**src/rtl/mem_bus_arbiter_pkg.sv**
```systemverilog
// Shared definitions for the I/D cache SDRAM port arbiter: FSM encodings, requester IDs, defaults.
package mem_bus_arbiter_pkg;

  localparam int AW_DEF        = 32;
  localparam int BURST_LEN_DEF = 4;
  localparam int TIMEOUT_DEF   = 255;

  typedef enum logic [2:0] {
    ARB_IDLE  = 3'd0,
    ARB_GRANT = 3'd1,
    ARB_CMD   = 3'd2,
    ARB_XFER  = 3'd3,
    ARB_DONE  = 3'd4,
    ARB_ABORT = 3'd5
  } arb_state_t;

  typedef enum logic {
    REQ_I = 1'b0,
    REQ_D = 1'b1
  } req_id_t;

endpackage

```
**src/rtl/mem_bus_arbiter_if.sv**
```systemverilog
// Cache-side and SDRAM-side signals of the arbiter; master is the arbiter's view, slave the surroundings.
interface mem_bus_arbiter_if
  import mem_bus_arbiter_pkg::*;
#(
  parameter int AW = AW_DEF
);
  logic          i_req;
  logic          i_rw;
  logic [AW-1:0] i_addr;
  logic          i_grant;
  logic          i_rxd;
  logic          i_txd;

  logic          d_req;
  logic          d_rw;
  logic [AW-1:0] d_addr;
  logic          d_grant;
  logic          d_rxd;
  logic          d_txd;

  logic          sdr_req;
  logic          sdr_rw;
  logic [AW-1:0] sdr_addr;
  logic          sdr_cmd_ack;
  logic          sdr_rxd;
  logic          sdr_txd;
  logic          bus_err;

  modport master (
    input  i_req, i_rw, i_addr, d_req, d_rw, d_addr,
    input  sdr_cmd_ack, sdr_rxd, sdr_txd,
    output i_grant, i_rxd, i_txd, d_grant, d_rxd, d_txd,
    output sdr_req, sdr_rw, sdr_addr, bus_err
  );

  modport slave (
    output i_req, i_rw, i_addr, d_req, d_rw, d_addr,
    output sdr_cmd_ack, sdr_rxd, sdr_txd,
    input  i_grant, i_rxd, i_txd, d_grant, d_rxd, d_txd,
    input  sdr_req, sdr_rw, sdr_addr, bus_err
  );

endinterface

```
**src/rtl/mem_bus_arbiter_rr_arb2.sv**
```systemverilog
// Two-way round-robin pick: on a tie the requester that did not finish the last burst wins.
module mem_bus_arbiter_rr_arb2
  import mem_bus_arbiter_pkg::*;
(
  input  logic    clk,
  input  logic    rst,
  input  logic    i_want,
  input  logic    d_want,
  input  logic    upd,
  input  req_id_t upd_id,
  output logic    vld,
  output req_id_t win
);

  req_id_t last_winner;

  // Starting as D makes I the first tie winner after reset.
  always_ff @(posedge clk) begin
    if (rst) begin
      last_winner <= REQ_D;
    end else if (upd) begin
      last_winner <= upd_id;
    end
  end

  always_comb begin
    vld = i_want | d_want;
    win = REQ_I;
    if (i_want && d_want) begin
      win = (last_winner == REQ_I) ? REQ_D : REQ_I;
    end else if (d_want) begin
      win = REQ_D;
    end
  end

endmodule

```
**src/rtl/mem_bus_arbiter.sv**
```systemverilog
// Shares the SDRAM burst port between ICache and DCache: round-robin pick, one command per burst,
// beat strobes steered to the burst owner only; grant rises two cycles after the request.
module mem_bus_arbiter
  import mem_bus_arbiter_pkg::*;
#(
  parameter int AW        = AW_DEF,
  parameter int BURST_LEN = BURST_LEN_DEF,
  parameter int TIMEOUT   = TIMEOUT_DEF
) (
  input  logic Clk,
  input  logic Reset,
  mem_bus_arbiter_if.master bus
);

  localparam int            BW        = (BURST_LEN > 1) ? $clog2(BURST_LEN) : 1;
  localparam logic [BW-1:0] BEAT_LAST = BW'(BURST_LEN - 1);
  localparam logic [7:0]    TMO_LAST  = 8'(TIMEOUT - 1);

  arb_state_t    state;
  req_id_t       owner;
  logic          pend_i;
  logic          pend_d;
  logic          i_rw_q;
  logic          d_rw_q;
  logic [AW-1:0] i_addr_q;
  logic [AW-1:0] d_addr_q;
  logic          cmd_rw;
  logic [AW-1:0] cmd_addr;
  logic          sdr_req_q;
  logic          i_grant_q;
  logic          d_grant_q;
  logic          bus_err_q;
  logic [7:0]    tmo;
  logic [BW-1:0] beat;

  logic    pick_vld;
  req_id_t pick;
  logic    take_i;
  logic    take_d;
  logic    in_xfer;
  logic    rd_beat;
  logic    wr_beat;
  logic    beat_hit;

  mem_bus_arbiter_rr_arb2 u_rr (
    .clk    (Clk),
    .rst    (Reset),
    .i_want (pend_i | bus.i_req),
    .d_want (pend_d | bus.d_req),
    .upd    (state == ARB_DONE),
    .upd_id (owner),
    .vld    (pick_vld),
    .win    (pick)
  );

  assign take_i = (state == ARB_IDLE) && pick_vld && (pick == REQ_I);
  assign take_d = (state == ARB_IDLE) && pick_vld && (pick == REQ_D);

  // Only the strobe matching the command direction counts; everything else is dropped.
  assign in_xfer  = (state == ARB_XFER);
  assign rd_beat  = in_xfer && cmd_rw && bus.sdr_rxd;
  assign wr_beat  = in_xfer && !cmd_rw && bus.sdr_txd;
  assign beat_hit = rd_beat | wr_beat;

  assign bus.i_rxd    = rd_beat && (owner == REQ_I);
  assign bus.i_txd    = wr_beat && (owner == REQ_I);
  assign bus.d_rxd    = rd_beat && (owner == REQ_D);
  assign bus.d_txd    = wr_beat && (owner == REQ_D);
  assign bus.i_grant  = i_grant_q;
  assign bus.d_grant  = d_grant_q;
  assign bus.sdr_req  = sdr_req_q;
  assign bus.sdr_rw   = cmd_rw;
  assign bus.sdr_addr = cmd_addr;
  assign bus.bus_err  = bus_err_q;

  // A request is captured only when its requester has nothing pending already.
  always_ff @(posedge Clk) begin
    if (Reset) begin
      pend_i   <= 1'b0;
      pend_d   <= 1'b0;
      i_rw_q   <= 1'b0;
      d_rw_q   <= 1'b0;
      i_addr_q <= '0;
      d_addr_q <= '0;
    end else begin
      if (bus.i_req && !pend_i) begin
        i_rw_q   <= bus.i_rw;
        i_addr_q <= bus.i_addr;
      end
      if (bus.d_req && !pend_d) begin
        d_rw_q   <= bus.d_rw;
        d_addr_q <= bus.d_addr;
      end
      if (take_i) pend_i <= 1'b0;
      else if (bus.i_req) pend_i <= 1'b1;
      if (take_d) pend_d <= 1'b0;
      else if (bus.d_req) pend_d <= 1'b1;
    end
  end

  always_ff @(posedge Clk) begin
    if (Reset) begin
      state     <= ARB_IDLE;
      owner     <= REQ_I;
      cmd_rw    <= 1'b0;
      cmd_addr  <= '0;
      sdr_req_q <= 1'b0;
      i_grant_q <= 1'b0;
      d_grant_q <= 1'b0;
      bus_err_q <= 1'b0;
      tmo       <= '0;
      beat      <= '0;
    end else begin
      bus_err_q <= 1'b0;
      case (state)
        ARB_IDLE: begin
          if (pick_vld) begin
            owner <= pick;
            state <= ARB_GRANT;
          end
        end
        ARB_GRANT: begin
          cmd_rw    <= (owner == REQ_I) ? i_rw_q : d_rw_q;
          cmd_addr  <= (owner == REQ_I) ? i_addr_q : d_addr_q;
          i_grant_q <= (owner == REQ_I);
          d_grant_q <= (owner == REQ_D);
          sdr_req_q <= 1'b1;
          tmo       <= '0;
          state     <= ARB_CMD;
        end
        ARB_CMD: begin
          if (bus.sdr_cmd_ack) begin
            sdr_req_q <= 1'b0;
            beat      <= '0;
            state     <= ARB_XFER;
          end else if (tmo == TMO_LAST) begin
            sdr_req_q <= 1'b0;
            i_grant_q <= 1'b0;
            d_grant_q <= 1'b0;
            bus_err_q <= 1'b1;
            state     <= ARB_ABORT;
          end else begin
            tmo <= tmo + 8'd1;
          end
        end
        ARB_XFER: begin
          if (beat_hit) begin
            if (beat == BEAT_LAST) state <= ARB_DONE;
            else beat <= beat + 1'b1;
          end
        end
        // Grant is held through DONE so the cache sees its last strobe fall while still owning the bus.
        ARB_DONE: begin
          i_grant_q <= 1'b0;
          d_grant_q <= 1'b0;
          state     <= ARB_IDLE;
        end
        ARB_ABORT: begin
          state <= ARB_IDLE;
        end
        default: begin
          state <= ARB_IDLE;
        end
      endcase
    end
  end

endmodule

```
**src/flat_wrapper.sv**
```systemverilog
// flat-port wrapper written by rule: the top's interface ports become plain ports
module mem_bus_arbiter_flat import mem_bus_arbiter_pkg::*;
#(
  parameter int AW        = AW_DEF,
  parameter int BURST_LEN = BURST_LEN_DEF,
  parameter int TIMEOUT   = TIMEOUT_DEF
)
  (Clk, Reset, bus_i_req, bus_i_rw, bus_i_addr, bus_d_req, bus_d_rw, bus_d_addr, bus_sdr_cmd_ack, bus_sdr_rxd, bus_sdr_txd, bus_i_grant, bus_i_rxd, bus_i_txd, bus_d_grant, bus_d_rxd, bus_d_txd, bus_sdr_req, bus_sdr_rw, bus_sdr_addr, bus_bus_err);
  mem_bus_arbiter_if #(.AW(AW)) bus_i ();
  input  logic Clk;
  input  logic Reset;
  input wire logic [$bits(bus_i.i_req)-1:0] bus_i_req;
  input wire logic [$bits(bus_i.i_rw)-1:0] bus_i_rw;
  input wire logic [$bits(bus_i.i_addr)-1:0] bus_i_addr;
  input wire logic [$bits(bus_i.d_req)-1:0] bus_d_req;
  input wire logic [$bits(bus_i.d_rw)-1:0] bus_d_rw;
  input wire logic [$bits(bus_i.d_addr)-1:0] bus_d_addr;
  input wire logic [$bits(bus_i.sdr_cmd_ack)-1:0] bus_sdr_cmd_ack;
  input wire logic [$bits(bus_i.sdr_rxd)-1:0] bus_sdr_rxd;
  input wire logic [$bits(bus_i.sdr_txd)-1:0] bus_sdr_txd;
  output wire logic [$bits(bus_i.i_grant)-1:0] bus_i_grant;
  output wire logic [$bits(bus_i.i_rxd)-1:0] bus_i_rxd;
  output wire logic [$bits(bus_i.i_txd)-1:0] bus_i_txd;
  output wire logic [$bits(bus_i.d_grant)-1:0] bus_d_grant;
  output wire logic [$bits(bus_i.d_rxd)-1:0] bus_d_rxd;
  output wire logic [$bits(bus_i.d_txd)-1:0] bus_d_txd;
  output wire logic [$bits(bus_i.sdr_req)-1:0] bus_sdr_req;
  output wire logic [$bits(bus_i.sdr_rw)-1:0] bus_sdr_rw;
  output wire logic [$bits(bus_i.sdr_addr)-1:0] bus_sdr_addr;
  output wire logic [$bits(bus_i.bus_err)-1:0] bus_bus_err;
  assign bus_i.i_req = bus_i_req;
  assign bus_i.i_rw = bus_i_rw;
  assign bus_i.i_addr = bus_i_addr;
  assign bus_i.d_req = bus_d_req;
  assign bus_i.d_rw = bus_d_rw;
  assign bus_i.d_addr = bus_d_addr;
  assign bus_i.sdr_cmd_ack = bus_sdr_cmd_ack;
  assign bus_i.sdr_rxd = bus_sdr_rxd;
  assign bus_i.sdr_txd = bus_sdr_txd;
  assign bus_i_grant = bus_i.i_grant;
  assign bus_i_rxd = bus_i.i_rxd;
  assign bus_i_txd = bus_i.i_txd;
  assign bus_d_grant = bus_i.d_grant;
  assign bus_d_rxd = bus_i.d_rxd;
  assign bus_d_txd = bus_i.d_txd;
  assign bus_sdr_req = bus_i.sdr_req;
  assign bus_sdr_rw = bus_i.sdr_rw;
  assign bus_sdr_addr = bus_i.sdr_addr;
  assign bus_bus_err = bus_i.bus_err;
  mem_bus_arbiter #(.AW(AW), .BURST_LEN(BURST_LEN), .TIMEOUT(TIMEOUT)) u_core (.Clk(Clk), .Reset(Reset), .bus(bus_i));
endmodule
```
**config.mk**
```make
export PLATFORM = sky130hd
export DESIGN_NAME = mem_bus_arbiter_flat
export DESIGN_NICKNAME = d
export VERILOG_FILES = /design/src/rtl/mem_bus_arbiter_pkg.sv /design/src/rtl/mem_bus_arbiter_if.sv /design/src/rtl/mem_bus_arbiter_rr_arb2.sv /design/src/rtl/mem_bus_arbiter.sv /design/src/flat_wrapper.sv
export SDC_FILE = /design/constraint.sdc
export NUM_CORES = 1
export LEC_CHECK = 0
export BUFFER_PORTS_ARGS = -buffer_cell sky130_fd_sc_hd__buf_2
export CORE_MARGIN = 3
export CORE_UTILIZATION = 53
export CTS_CLUSTER_DIAMETER = 150
export DETAILED_ROUTE_END_ITERATION = 10
export GPL_ROUTABILITY_DRIVEN = 0
export PLACE_DENSITY = 0.77
export RECOVER_POWER = 100
export SETUP_SLACK_MARGIN = 0.4
export SYNTH_ARGS = -nofsm -noshare
export SYNTH_HDL_FRONTEND = slang
export SYNTH_HIERARCHICAL = 1
export SYNTH_SLANG_ARGS = --single-unit
```
**constraint.sdc**
```tcl
create_clock -name Clk -period 2.1 [get_ports Clk]
set_clock_uncertainty 0.1 [all_clocks]
set_input_delay 0.21 -clock Clk [delete_from_list [all_inputs] [get_ports Clk]]
set_output_delay 0.21 -clock Clk [all_outputs]
set_load 0.05 [all_outputs]
```
; ---- Yosys cells after proc, flatten, opt, wreduce, memory -nomap -nowiden
; Index checks and enable logic that the tools add are counted.
[word_totals]
ff_bits = 120
in_bits = 73
out_inout_bits = 41
elab_cells = 96
[op_classes]
n_eq_ne = 15
n_mux = 25
n_reduce_logical = 30
add_sub_neg = 2
bitwise_logic = 7
[ops]
columns = op, count
row1 = two-way mux 32 bit, 1
row2 = two-way mux 8 bit, 2
row3 = case mux 8 bit (2 select lines), 1
row4 = two-way mux 3 bit, 5
row5 = logical AND 1 bit, 14
row6 = != test 2 bit (second input constant), 6
row7 = case mux 3 bit (4 select lines), 1
row8 = adder 8 x 1 -> 8 bit (second input constant), 1
row9 = equality test 8 bit (second input constant), 1
row10 = two-way mux 1 bit, 8
row11 = AND reduction 4 bit, 2
row12 = equality test 3 x 2 -> 1 bit (second input constant), 2
row13 = two-way mux 2 bit, 3
row14 = case mux 1 bit (3 select lines), 2
row15 = AND reduction 3 bit, 2
row16 = != test 2 x 1 -> 1 bit (second input constant), 2
row17 = OR 1 bit, 4
row18 = case mux 2 bit (2 select lines), 1
row19 = AND reduction 2 bit, 2
row20 = nonzero test 2 bit, 2
row21 = OR reduction 2 bit, 2
row22 = equality test 3 x 1 -> 1 bit (second input constant), 1
row23 = equality test 3 bit (second input constant), 1
row24 = zero test 1 bit, 3
row25 = other kinds (8), 10

; ---- Depth between registers and ports, before layout
; Gate-level depths: netlist (run 1).
[depth]
word_depth = 6
ltp_mapped = 7

; ---- Cells and area by module
; Netlist (run 1), hierarchy kept.
[by_module_without_submodules]
columns = module, cells_per_inst, seq_area_each_um2, area_per_inst_um2, instances
row1 = mem_bus_arbiter, 565, 2382.3, 4690.7, 1
row2 = mem_bus_arbiter_rr_arb2, 5, 20.0, 48.8, 1

; ---- Worst setup path after synthesis (run 1)
; Ideal clock, no wire load.
[synth_timing]
kind = register -> output
from = register u_core.cmd_rw, in the netlist u_core/bus.sdr_rw
to = output port bus_i_rxd
t_required_ns = 1.790
path_stages_with_launch = 3
arrival_time_ns = 1.940
setup_slack_ns = -0.150
cell_sequence = dfxtp_1 > nand2_1 > nor3_1
[synth_via]
elab_chain_len = 3
[synth_lines]
columns = item, line
row1 = start: declaration, mem_bus_arbiter.sv:27  ; logic cmd_rw;
row2 = start signal: assignment, mem_bus_arbiter.sv:123  ; cmd_rw <= (owner == REQ_I) ? i_rw_q : d_rw_q;
row3 = logical AND 1 bit (2 in a row), mem_bus_arbiter.sv:61  ; assign rd_beat = in_xfer && cmd_rw && bus.sdr_rxd;
row4 = logical AND 1 bit, mem_bus_arbiter.sv:65  ; assign bus.i_rxd = rd_beat && (owner == REQ_I);
row5 = end: declaration, flat_wrapper.sv:22  ; output wire logic [$bits(bus_i.i_rxd)-1:0] bus_i_rxd;
; No other way between the ends.

; ---- Worst setup path after layout (run 1)
[layout_timing]
from = register u_core.state[1]
to = register u_core.tmo[4]
[layout_via]
elab_chain_len = 3
[layout_lines]
columns = item, line
row1 = start: declaration, mem_bus_arbiter.sv:19  ; arb_state_t state;
row2 = start signal: assignment, mem_bus_arbiter.sv:103  ; state <= ARB_IDLE;
row3 = start signal: assignment, mem_bus_arbiter.sv:119  ; state <= ARB_GRANT;
row4 = start signal: assignment, mem_bus_arbiter.sv:129  ; state <= ARB_CMD;
row5 = equality test 3 x 2 -> 1 bit or equality test 3 x 1 -> 1 bit (tied branches), mem_bus_arbiter.sv:115  ; case (state)
row6 = != test 2 bit (no line) or nonzero test 2 bit (tied branches), -
row7 = AND reduction 3 bit (no line), -
row8 = end signal: assignment, mem_bus_arbiter.sv:143  ; tmo <= tmo + 8'd1;
row9 = end: declaration, mem_bus_arbiter.sv:33  ; logic [7:0] tmo;
; Several ways; a longest one is shown, not always the timed one.
; A chain may end at the register's enable or synchronous reset.

==> results of run 1 <==
[power breakdown]
part	leakage [nW]	switching, mW	internal (mW)
registers	0.988	0.156	2.50
logic	1.39	1.05	0.506
clock network	0.269	0.964	1.76
total	2.65	2.17	4.77
[worst max path at each step]
stage,start,end,slack (ns),cells past startpoint
final,u_core/state[1],u_core/tmo[4],0.24,5
after detailed placement,u_core/state[0],u_core/tmo[4],0.15,4
after CTS,u_core/state[1],bus_i_rxd,0.32,4
after floorplan,u_core/owner,bus_d_rxd,0.40,4
after global routing,u_core/state[1],u_core/state[0],0.17,5
after global placement,u_core/state[0],u_core/tmo[4],0.24,4
[registers in the layout, summed over array words and instances, names as in the netlist, 2 cells and up]
signal	cells
u_core/bus.sdr_addr	32
u_core/d_addr_q	32
u_core/i_addr_q	32
u_core/tmo	8
u_core/state	3
u_core/beat	2
[routing by layer]
layer / wire (um) / global-route usage
met1: 5750 / 0.330
met2: 7570 / 0.521
met3: 951 / 0.0734
met4: 560 / 0.139
met5: 0 / 0
[cells in the mapped netlist (2+ instances only)]
library cell    n  area [um2]
o211ai_1        2        15.0
or2_2           2        12.5
nand2_1       143         537
o21ai_0        10        50.1
dfxtp_1       120        2400
or4_1           2        15.0
or3_1           4        25.0
ha_1            3        37.5
mux2_2          2        22.5
nand3_1         6        30.0
nor3_1          6        30.0
clkbuf_1       37         139
buf_2           3        15.0
mux2i_1        33         330
a211oi_1       34         255
nor2b_1         4        25.0
buf_1           2        7.51
nor2_1         47         176
nand2b_1        5        31.3
xor2_1          2        17.5
a21oi_1        75         375
inv_1           8        30.0
nand4_1         2        12.5
[worst max-delay path, stage by stage, from the launching register on]
cell and delay (ns):
dfxtp_1 0.34, buf_6 0.14, nor3b_2 0.49, or2_0 0.44, or4_1 0.18, nand2_1 0.05
[cell families after synthesis]
logic type,Yosys count
simple gates,228
mux,35
xor+xnor,3
compound gates,130
flops,120
buf+inv,51
fa+ha+maj,3
[metrics by stage]
step | cells | area [um2] | worst slack (ns)
2_1_floorplan | 570 | 4780 | 0.403
3_3_place_gp | 755 | 5420 | 0.237
3_5_place_dp | 755 | 5420 | 0.151
4_1_cts | 867 | 6880 | 0.324
5_1_grt | 868 | 6840 | 0.171
6_report | 868 | 6840 | 0.241
[layout by cell type (no fill, tap or decap), types with 3 or more instances in the layout]
master	n
clkinvlp_4	3
a211oi_1	34
buf_4	13
clkbuf_16	16
dfxtp_1	114
ha_1	3
a21oi_1	74
nor2_1	45
o21ai_0	6
clkbuf_8	4
mux2i_1	33
nand3_1	4
dfxtp_4	3
buf_6	5
inv_1	8
nand2b_1	4
nand2_1	142
clkinv_2	3
clkbuf_1	43
dlygate4sd3_1	69
buf_2	71
or3_1	3
nor3_1	4
o21ai_1	4
dfxtp_2	3
[what timing repair did]
item / 4_1_cts / 5_1_grt
pin swaps: 3 / 10
hold endpoints to repair: 75 / 0
hold buffers: 69 / 0
endpoints found under the setup margin: 31 / 31
cloned: 0 / 1
resized for setup: 30 / 15
buffers inserted: 13 / 0
[area by class of cell]
| class | count | area share |
|---|---|---|
| clock inverters | 8 | 0.0143 |
| clock buffers | 22 | 0.0677 |
| flip-flops and latches | 120 | 0.353 |
| inverters | 8 | 0.00439 |
| multi-input cells | 399 | 0.331 |
| well taps | 105 | 0.0192 |
| repair buffers | 206 | 0.210 |
==> results.md, run 1 <==
- Max-cap violations: 0
- Outcome: completed
- HP Class: in -> reg
- Final Setup Violations: 0
- WHS: 0.0811 ns
- Mapped Area: 4740 um2
- Synth Area in XOR/XNOR: 0.00554
- Core area: 8460 um2
- FILL cells: 522
- Share of cells above drive strength 1: 0.199
- Final ANT Viol Nets: 0
- R2R Setup Slk: between 0.2 and 0.25 ns
- CP Launch Type: register
- Number of flops mapped to enable cells by yosys: 0
- Vias in the first global route: 5008
- Worst hold endpoint: u_core/bus.sdr_req
- Post-synthesis sequential area ratio: 0.507
- CTS tree: built
- Slew headroom: 0.477
- Finished Core Util: 0.808
- FF/Latch Area: 2420 um2
- Layout net count: 828
- Total Neg Setup Slack: 0 ns
- Total power: 6.94 mW
- Tmin final: 1.86 ns
- CP Data Required Time: 2.38 ns
- Starting density of the core: 0.560
- I/O Buffers: 113
- Crit path max fanout: 7
- TritonCTS Buffers: 17
- # IOs: 114
- Wire per inst: 17.1 um
- Final Hold Fails: 0
- Reg-to-Reg End: u_core/tmo[4]
- Initial DRT Pass Iterations: 5
- Flops & latches, synth: 120
- Actual slew at the worst max-slew pin: 0.785 ns
- Hold_sp: bus_sdr_cmd_ack
- Leak Pwr: 2.65 nW
- Fmax: 538 MHz
- Avg Inst Size Synth: 8.31 um2
- Asr flop ratio synth: 0
- Crit path DAT: approximately 2.1 ns
- Hold path cells: 4
- Cell depth of the worst flop-to-flop path: 5
- Post-DP HPWL: 7.69 mm
- Gr usage total: 0.294
- Largest family of logic cells by synthesized area: simple AND/OR/NAND/NOR gates
- Ant diodes: 0
- Largest net degree at the start of global routing: 70
- Most common flop cell mapped by yosys: dfxtp_1
- Drt drc: 0
- Die area: approximately 10000 um2
- Multiplexer share of the synthesized area: 0.0744
- Die Y: about 100 um
- Cell count after synthesis: 570
- Post-Synth Simple-Gate Area: 0.202
- Die W: around 100 um
- Clk sinks: 120
- PwrDens: 1010 nW/um2
- Num rows: 33
- Initial antenna violation count: 0
- Root Driver: clkbuf_8
- Library cells used by synthesis: 41
- Syn-to-layout area delta: 44.3%
- Vias: 4861
- Post-Route WL: between 10 and 15 mm
- Vias per std cell: 5.60
- Post-synthesis adder-cell area fraction: 0.00792
- Syn nets: between 600 and 700
- Synth Area in Compound Gates: 0.162
- CTS clock-pin slew for the worst setup and hold paths: 0.06 ns
- Critical R2R Launch: u_core/state[1]
- Yosys warns: 6
- H-tree depth: 4
- Peak supply drop: 0.641 mV
- Global route overflow: 0
- RSZ-0062 raised after global routing: true
- Area of the multi-input gates: ~2300 um2
- Worst skew pair latency: around 0.5 ns
- Clk buf depth: 2
- 1st-iter DRT viols: 268
- WS Path Type: reg -> reg
- Final worst-path cycle share: 0.885
- First-pass GRT wire length: 23.5 mm
- Max-slew violations: 0
- CP endpoint kind: register
Power figures use the tool's default switching activity.
==> run 2: changes to the inputs <==
--- a/config.mk
+++ b/config.mk
@@ -6,13 +6,14 @@
 export NUM_CORES = 1
 export LEC_CHECK = 0
 export BUFFER_PORTS_ARGS = -buffer_cell sky130_fd_sc_hd__buf_2
+export CELL_PAD_IN_SITES_DETAIL_PLACEMENT = 0
+export CELL_PAD_IN_SITES_GLOBAL_PLACEMENT = 1
 export CORE_MARGIN = 3
-export CORE_UTILIZATION = 53
+export CORE_UTILIZATION = 39
 export CTS_CLUSTER_DIAMETER = 150
 export DETAILED_ROUTE_END_ITERATION = 10
 export GPL_ROUTABILITY_DRIVEN = 0
-export PLACE_DENSITY = 0.77
-export RECOVER_POWER = 100
+export PLACE_DENSITY_LB_ADDON = 0.1
 export SETUP_SLACK_MARGIN = 0.4
 export SYNTH_ARGS = -nofsm -noshare
 export SYNTH_HDL_FRONTEND = slang
==> run 2 against run 1 <==
Net effect: clock-buffer cell count is 2 higher; combinational power hardly changed; clock power hardly changed; cell area is 0.82% higher; sequential share of layout area is 0.34 points lower; first-iteration DRC count is 27% lower; sequential cell count stayed put; sequential power hardly changed; utilization is 22 points lower; fmax is 9.6% higher; register-to-register slack better by 0.16 ns.
==> results.md, run 2 (synthesized netlist as in run 1, its figures left out) <==
- Outcome: completed
- Critical Path Start: u_core/state[1]
- Layout net count: roughly 820
- FF/Latch Area: between 2000 and 2500 um2
- Ant diodes: 0
- Clk sinks: 120
- Final Setup Violations: 0
- Vias: 4393
- Worst path slowest cell: dfxtp_4
- Core area: 11700 um2
- Starting density of the core: 0.406
- Wire per inst: 14.0 um
- Critical R2R Launch: u_core/state[1]
- Top Family by Delay on Critical Path: simple AND/OR/NAND/NOR gates
- WS Path Type: reg -> reg
- Leak Pwr: ~2.8 nW
- Vias per std cell: 4.89
- Commonest non-fill, non-tap cell in the layout: nand2_1
- Vias in the first global route: 4267
- CTS clock-pin slew for the worst setup and hold paths: 0.05 ns
- Die W: 116 um
- Most frequent cells in the layout: 142 x nand2_1, 115 x dfxtp_1, 108 x buf_2
- 1st-iter DRT viols: 196
- First-pass GRT wire length: 20.3 mm
- H-tree depth: 4
- Max-slew violations: 0
- Gr usage total: 0.191
- Cell depth of the worst flop-to-flop path: 6
- Switching share of total power: 0.297
- CTS tree: built
- Crit path DAT: 1.86 ns
- Slew headroom: 0.576
- Num rows: 39
- TritonCTS Buffers: 17
- PwrDens: 999 nW/um2
- RSZ-0062 raised after global routing: true
- Final ANT Viol Nets: 0
- CP Cell Sequence: buf_4 > nor3b_2 > clkbuf_16 > nand2b_1 > mux2_2 > nor2_1
- Seq pwr share: 0.382
- Final worst-path cycle share: 0.808
- Die area: 13500 um2
- Tmin final: 1.70 ns
- CP endpoint kind: register
- Critical Path Sink: u_core/tmo[1]
- Die Y: 116 um
- Fmax: around 590 MHz
- Peak supply drop: 0.574 mV
- # IOs: 114
- Total Neg Setup Slack: 0 ns
- Global route overflow: 0
- CP Launch Type: register
- FILL cells: ~1100
- R2R Setup Slk: 0.40 ns
- Root Driver: clkbuf_16
- Clk buf depth: 2
- Hold path cells: 3
- Post-DP HPWL: ~7.7 mm
- Instance count on the critical path: 6
- Area of the multi-input gates: between 2000 and 2500 um2
- CP peak stage delay: 0.34 ns
- Drt drc: 0
- Actual slew at the worst max-slew pin: between 0.6 and 0.7 ns
- Reg-to-Reg End: u_core/tmo[1]
- Syn-to-layout area delta: 45.5%
- Clock power frac: 0.397
- Finished Core Util: 0.591
- Worst skew pair latency: 0.40 ns
- Psw: 2.04 mW
- CP bufs+invs: 2
- Largest net degree at the start of global routing: 59
- Initial DRT Pass Iterations: 4
- HP Class: in -> reg
- CP Data Required Time: between 2 and 2.5 ns
- Initial antenna violation count: 0
- Crit path max fanout: 46
- Max-cap violations: 0
- Pint: 4.84 mW
- Post-Route WL: between 10 and 15 mm
- I/O Buffers: 113
- Logic pwr share: 0.221
- Final Hold Fails: 0
- Share of cells above drive strength 1: 0.245
## run 2: worst min-delay path by stage
stage | from | endpoint | slack (ns)
2_1_floorplan | Reset | u_core/u_rr/last_winner | 0.21
3_3_place_gp | u_core/i_addr_q[6] | u_core/i_addr_q[6] | 0.34
3_5_place_dp | Reset | u_core/state[2] | 0.34
4_1_cts | bus_i_req | u_core/pend_i | 0.03
5_1_grt | bus_i_req | u_core/pend_i | 0.08
6_report | bus_i_req | u_core/pend_i | 0.05
## run 2: power groups by stage
stage | combinational [mW] | sequential (mW) | clock, mW
3_5_place_dp | 1.37 | 2.67 | 0
6_report | 1.52 | 2.63 | 2.74
2_1_floorplan | 0.612 | 3.05 | 0
5_1_grt | 1.66 | 2.66 | 2.91
3_3_place_gp | 1.36 | 2.67 | 0
4_1_cts | 1.51 | 2.63 | 2.80
## run 2: metal layers
metal | track usage | vias to the layer above | share of wire
li1 | - | 2288 | -
met2 | 0.323 | 77 | 0.49
met4 | 0.0681 | 0 | 0.0092
met5 | 0 | - | 0
met3 | 0.0528 | 10 | 0.042
met1 | 0.233 | 2018 | 0.46
## run 2: tightest hold or removal path: stages
cell    delay, ns
buf_2        0.12
nor2_1       0.11
nor3_1       0.06
## run 2: final cells by class
cell class	count	area share
well taps	143	0.0259
repair buffers	201	0.210
flip-flops and latches	120	0.350
inverters	8	0.00435
clock inverters	4	0.0102
clock buffers	24	0.0699
multi-input cells	399	0.329
## run 2: per-stage QoR
step                instance area, um2  instances  hold WS (ns)  worst slack (ns)  power [mW]
finish                            6900        899        0.0509             0.404        6.89
CTS                               6820        894        0.0345             0.395        6.94
global route                      6900        899        0.0792             0.299        7.22
global placement                  5490        796         0.341             0.320        4.03
detailed placement                5490        796         0.344             0.261        4.05
floorplan                         4780        570         0.209             0.403        3.66
## run 2: what timing repair did
item,4_1_cts,5_1_grt
hold buffers,67,0
setup buffers,3,5
setup endpoints to repair,13,27
pin swaps,1,5
resized for setup,23,8
endpoints found under the hold margin,67,0
==> run 3: changes to the inputs <==
--- a/config.mk
+++ b/config.mk
@@ -9,7 +9,7 @@
 export CELL_PAD_IN_SITES_DETAIL_PLACEMENT = 0
 export CELL_PAD_IN_SITES_GLOBAL_PLACEMENT = 1
 export CORE_MARGIN = 3
-export CORE_UTILIZATION = 39
+export CORE_UTILIZATION = 35
 export CTS_CLUSTER_DIAMETER = 150
 export DETAILED_ROUTE_END_ITERATION = 10
 export GPL_ROUTABILITY_DRIVEN = 0
==> constraint.sdc (replaced) <==
create_clock -name Clk -period 1.4 [get_ports Clk]
set_clock_uncertainty 0.1 [all_clocks]
set_input_delay 0.14 -clock Clk [delete_from_list [all_inputs] [get_ports Clk]]
set_output_delay 0.14 -clock Clk [all_outputs]
set_load 0.05 [all_outputs]
==> run 3 against run 2 <==
Net effect: the run now ends with negative hold slack, negative setup slack left; die area increased by 11%; critical path depth unchanged; worst hold slack got worse by 0.087 ns.
==> results.md, run 3 (synthesized netlist as in run 1, its figures left out) <==
- Outcome: finished, violations left
- Violated checks: negative hold slack, negative setup slack
- Commonest non-fill, non-tap cell in the layout: nand2_1
- 1st-iter DRT viols: 249
- Crit path DAT: 1.51 ns
- Wire per inst: 15.6 um
- Final ANT Viol Nets: 0
- RSZ-0062 raised after global routing: true
- Die Y: 122 um
- Starting density of the core: 0.367
- Post-Route WL: 15.4 mm
- Initial antenna violation count: 0
- FILL cells: ~1000
- CP bufs+invs: 3
- Syn-to-layout area delta: 84.0%
- Clk buf depth: 2
- Largest net degree at the start of global routing: 55
- Clk sinks: between 100 and 150
- Die area: 15000 um2
- Drt drc: 0
- Max-cap violations: 0
- Core area: 12900 um2
- Final worst-path cycle share: 1.25
- Finished Core Util: 0.675
- CP Launch Type: register
- PwrDens: about 1300 nW/um2
- Total Neg Setup Slack: -9.76 ns
- Ant diodes: 0
- WHS: -0.0364 ns
- Peak supply drop: between 0.7 and 0.8 mV
- Share of cells above drive strength 1: 0.514
- Dpl cells: 857
- Fmax: approximately 570 MHz
- Num rows: 41
- CP endpoint kind: output pin
- CP peak stage delay: 0.34 ns
- Most used cell, CP: buf_6
- WS Path Type: reg -> out
- I/O Buffers: 113
- Worst skew pair latency: between 0.4 and 0.5 ns
- Most frequent cells in the layout: 74 x nand2_1, 71 x buf_2, 71 x dfxtp_1
- Area post-placement: 5950 um2
- First-pass GRT wire length: 24.2 mm
- CP Cell Sequence: buf_6 > nor2b_4 > buf_6 > nand3_4 > nor2_4 > buf_8
- Layout net count: roughly 900
- Slew headroom: 0.692
- HP Class: in -> reg
- Leak Pwr: 3.57 nW
- Hold Buf Count CTS: 67
- Gr usage total: 0.207
- Die W: 122 um
- Post-place setup slack: -0.215 ns
- Final Instance Area: 8720 um2
- Cell Count, Final, Fillers Out: between 900 and 1000
- TritonCTS Buffers: 17
- Worst setup margin: -0.346 ns
- Final Hold Fails: 1
- Vias in the first global route: 4909
- CP Data Required Time: 1.16 ns
- Top Family by Delay on Critical Path: buffers and inverters
- Final Setup Violations: 54
- Vias: 4830
- Actual slew at the worst max-slew pin: approximately 0.46 ns
- Max-slew violations: 0
- Crit path max fanout: 3
- H-tree depth: 4
- Root Driver: clkbuf_16
- Vias per std cell: 4.90
- Worst path slowest cell: dfxtp_4
- Tmin final: 1.75 ns
- Post-DP HPWL: 8.78 mm
- Initial DRT Pass Iterations: 5
- CTS clock-pin slew for the worst setup and hold paths: 0.05 ns
- Global route overflow: 0
- # IOs: between 100 and 150
- CTS tree: built
- Total power: roughly 11 mW
==> run 3: cell types whose count changed in the layout (fill, tap and decap cells not counted), moves of 28 or more <==
cell / previous run / this run
a21oi_2: 0 / 43
nand2_1: 142 / 74
nand2_4: 1 / 41
a21oi_1: 75 / 32
dfxtp_2: 3 / 44
buf_2: 108 / 71
nand2_2: 0 / 28
dfxtp_1: 115 / 71
buf_8: 1 / 40
==> run 3: timing repair <==
| item | CTS | global route |
|---|---|---|
| resized for setup | 289 | 86 |
| hold endpoints to repair | 72 | 1 |
| pin swaps | 50 | 21 |
| buffers inserted | 20 | 6 |
| endpoints found under the setup margin | 161 | 161 |
| gates cloned | 4 | 2 |
==> run 3: cell type report <==
type / instances / area, um2 / area share
multi-input cells: 400 / 2950 / 0.338
repair buffers: 256 / 2500 / 0.287
flip-flops and latches: 120 / 2480 / 0.284
clock buffers: 28 / 537 / 0.0616
well taps: 172 / 215 / 0.0247
inverters: 8 / 32.5 / 0.00373
clock inverters: 2 / 10.0 / 0.00115
==> run 3: path summary, 6_finish.rpt <==
check / from / end / slack (ns) / depth (start not counted)
max: u_core/state[2] / bus_d_rxd / -0.35 / 6
min: bus_i_req / u_core/pend_i / -0.04 / 3
max reg2reg: u_core/state[2] / u_core/bus.sdr_addr[20] / -0.28 / 6
min reg2reg: u_core/i_addr_q[6] / u_core/i_addr_q[6] / 0.36 / 2
==> run 3: per-layer routing <==
metal | wire (um) | track usage | up-vias
li1 | - | - | 2411
met1 | 6770 | 0.256 | 2293
met2 | 7750 | 0.353 | 120
met3 | 818 | 0.0507 | 6
met4 | 68 | 0.0693 | 0
met5 | 0 | 0 | -
==> run 3: power by group <==
group	leakage (nW)	switching, mW	total (mW)	internal [mW]
clock network	0.272	1.42	3.99	2.56
logic	2.29	1.81	3.39	1.58
registers	1.01	0.279	4.08	3.80
==> run 3: worst register-to-register path, stage by stage (launching register included) <==
cell	delay [ns]
dfxtp_4	0.34
buf_4	0.14
nor3b_2	0.32
buf_4	0.24
buf_12	0.16
nor2_1	0.05
a211oi_1	0.24
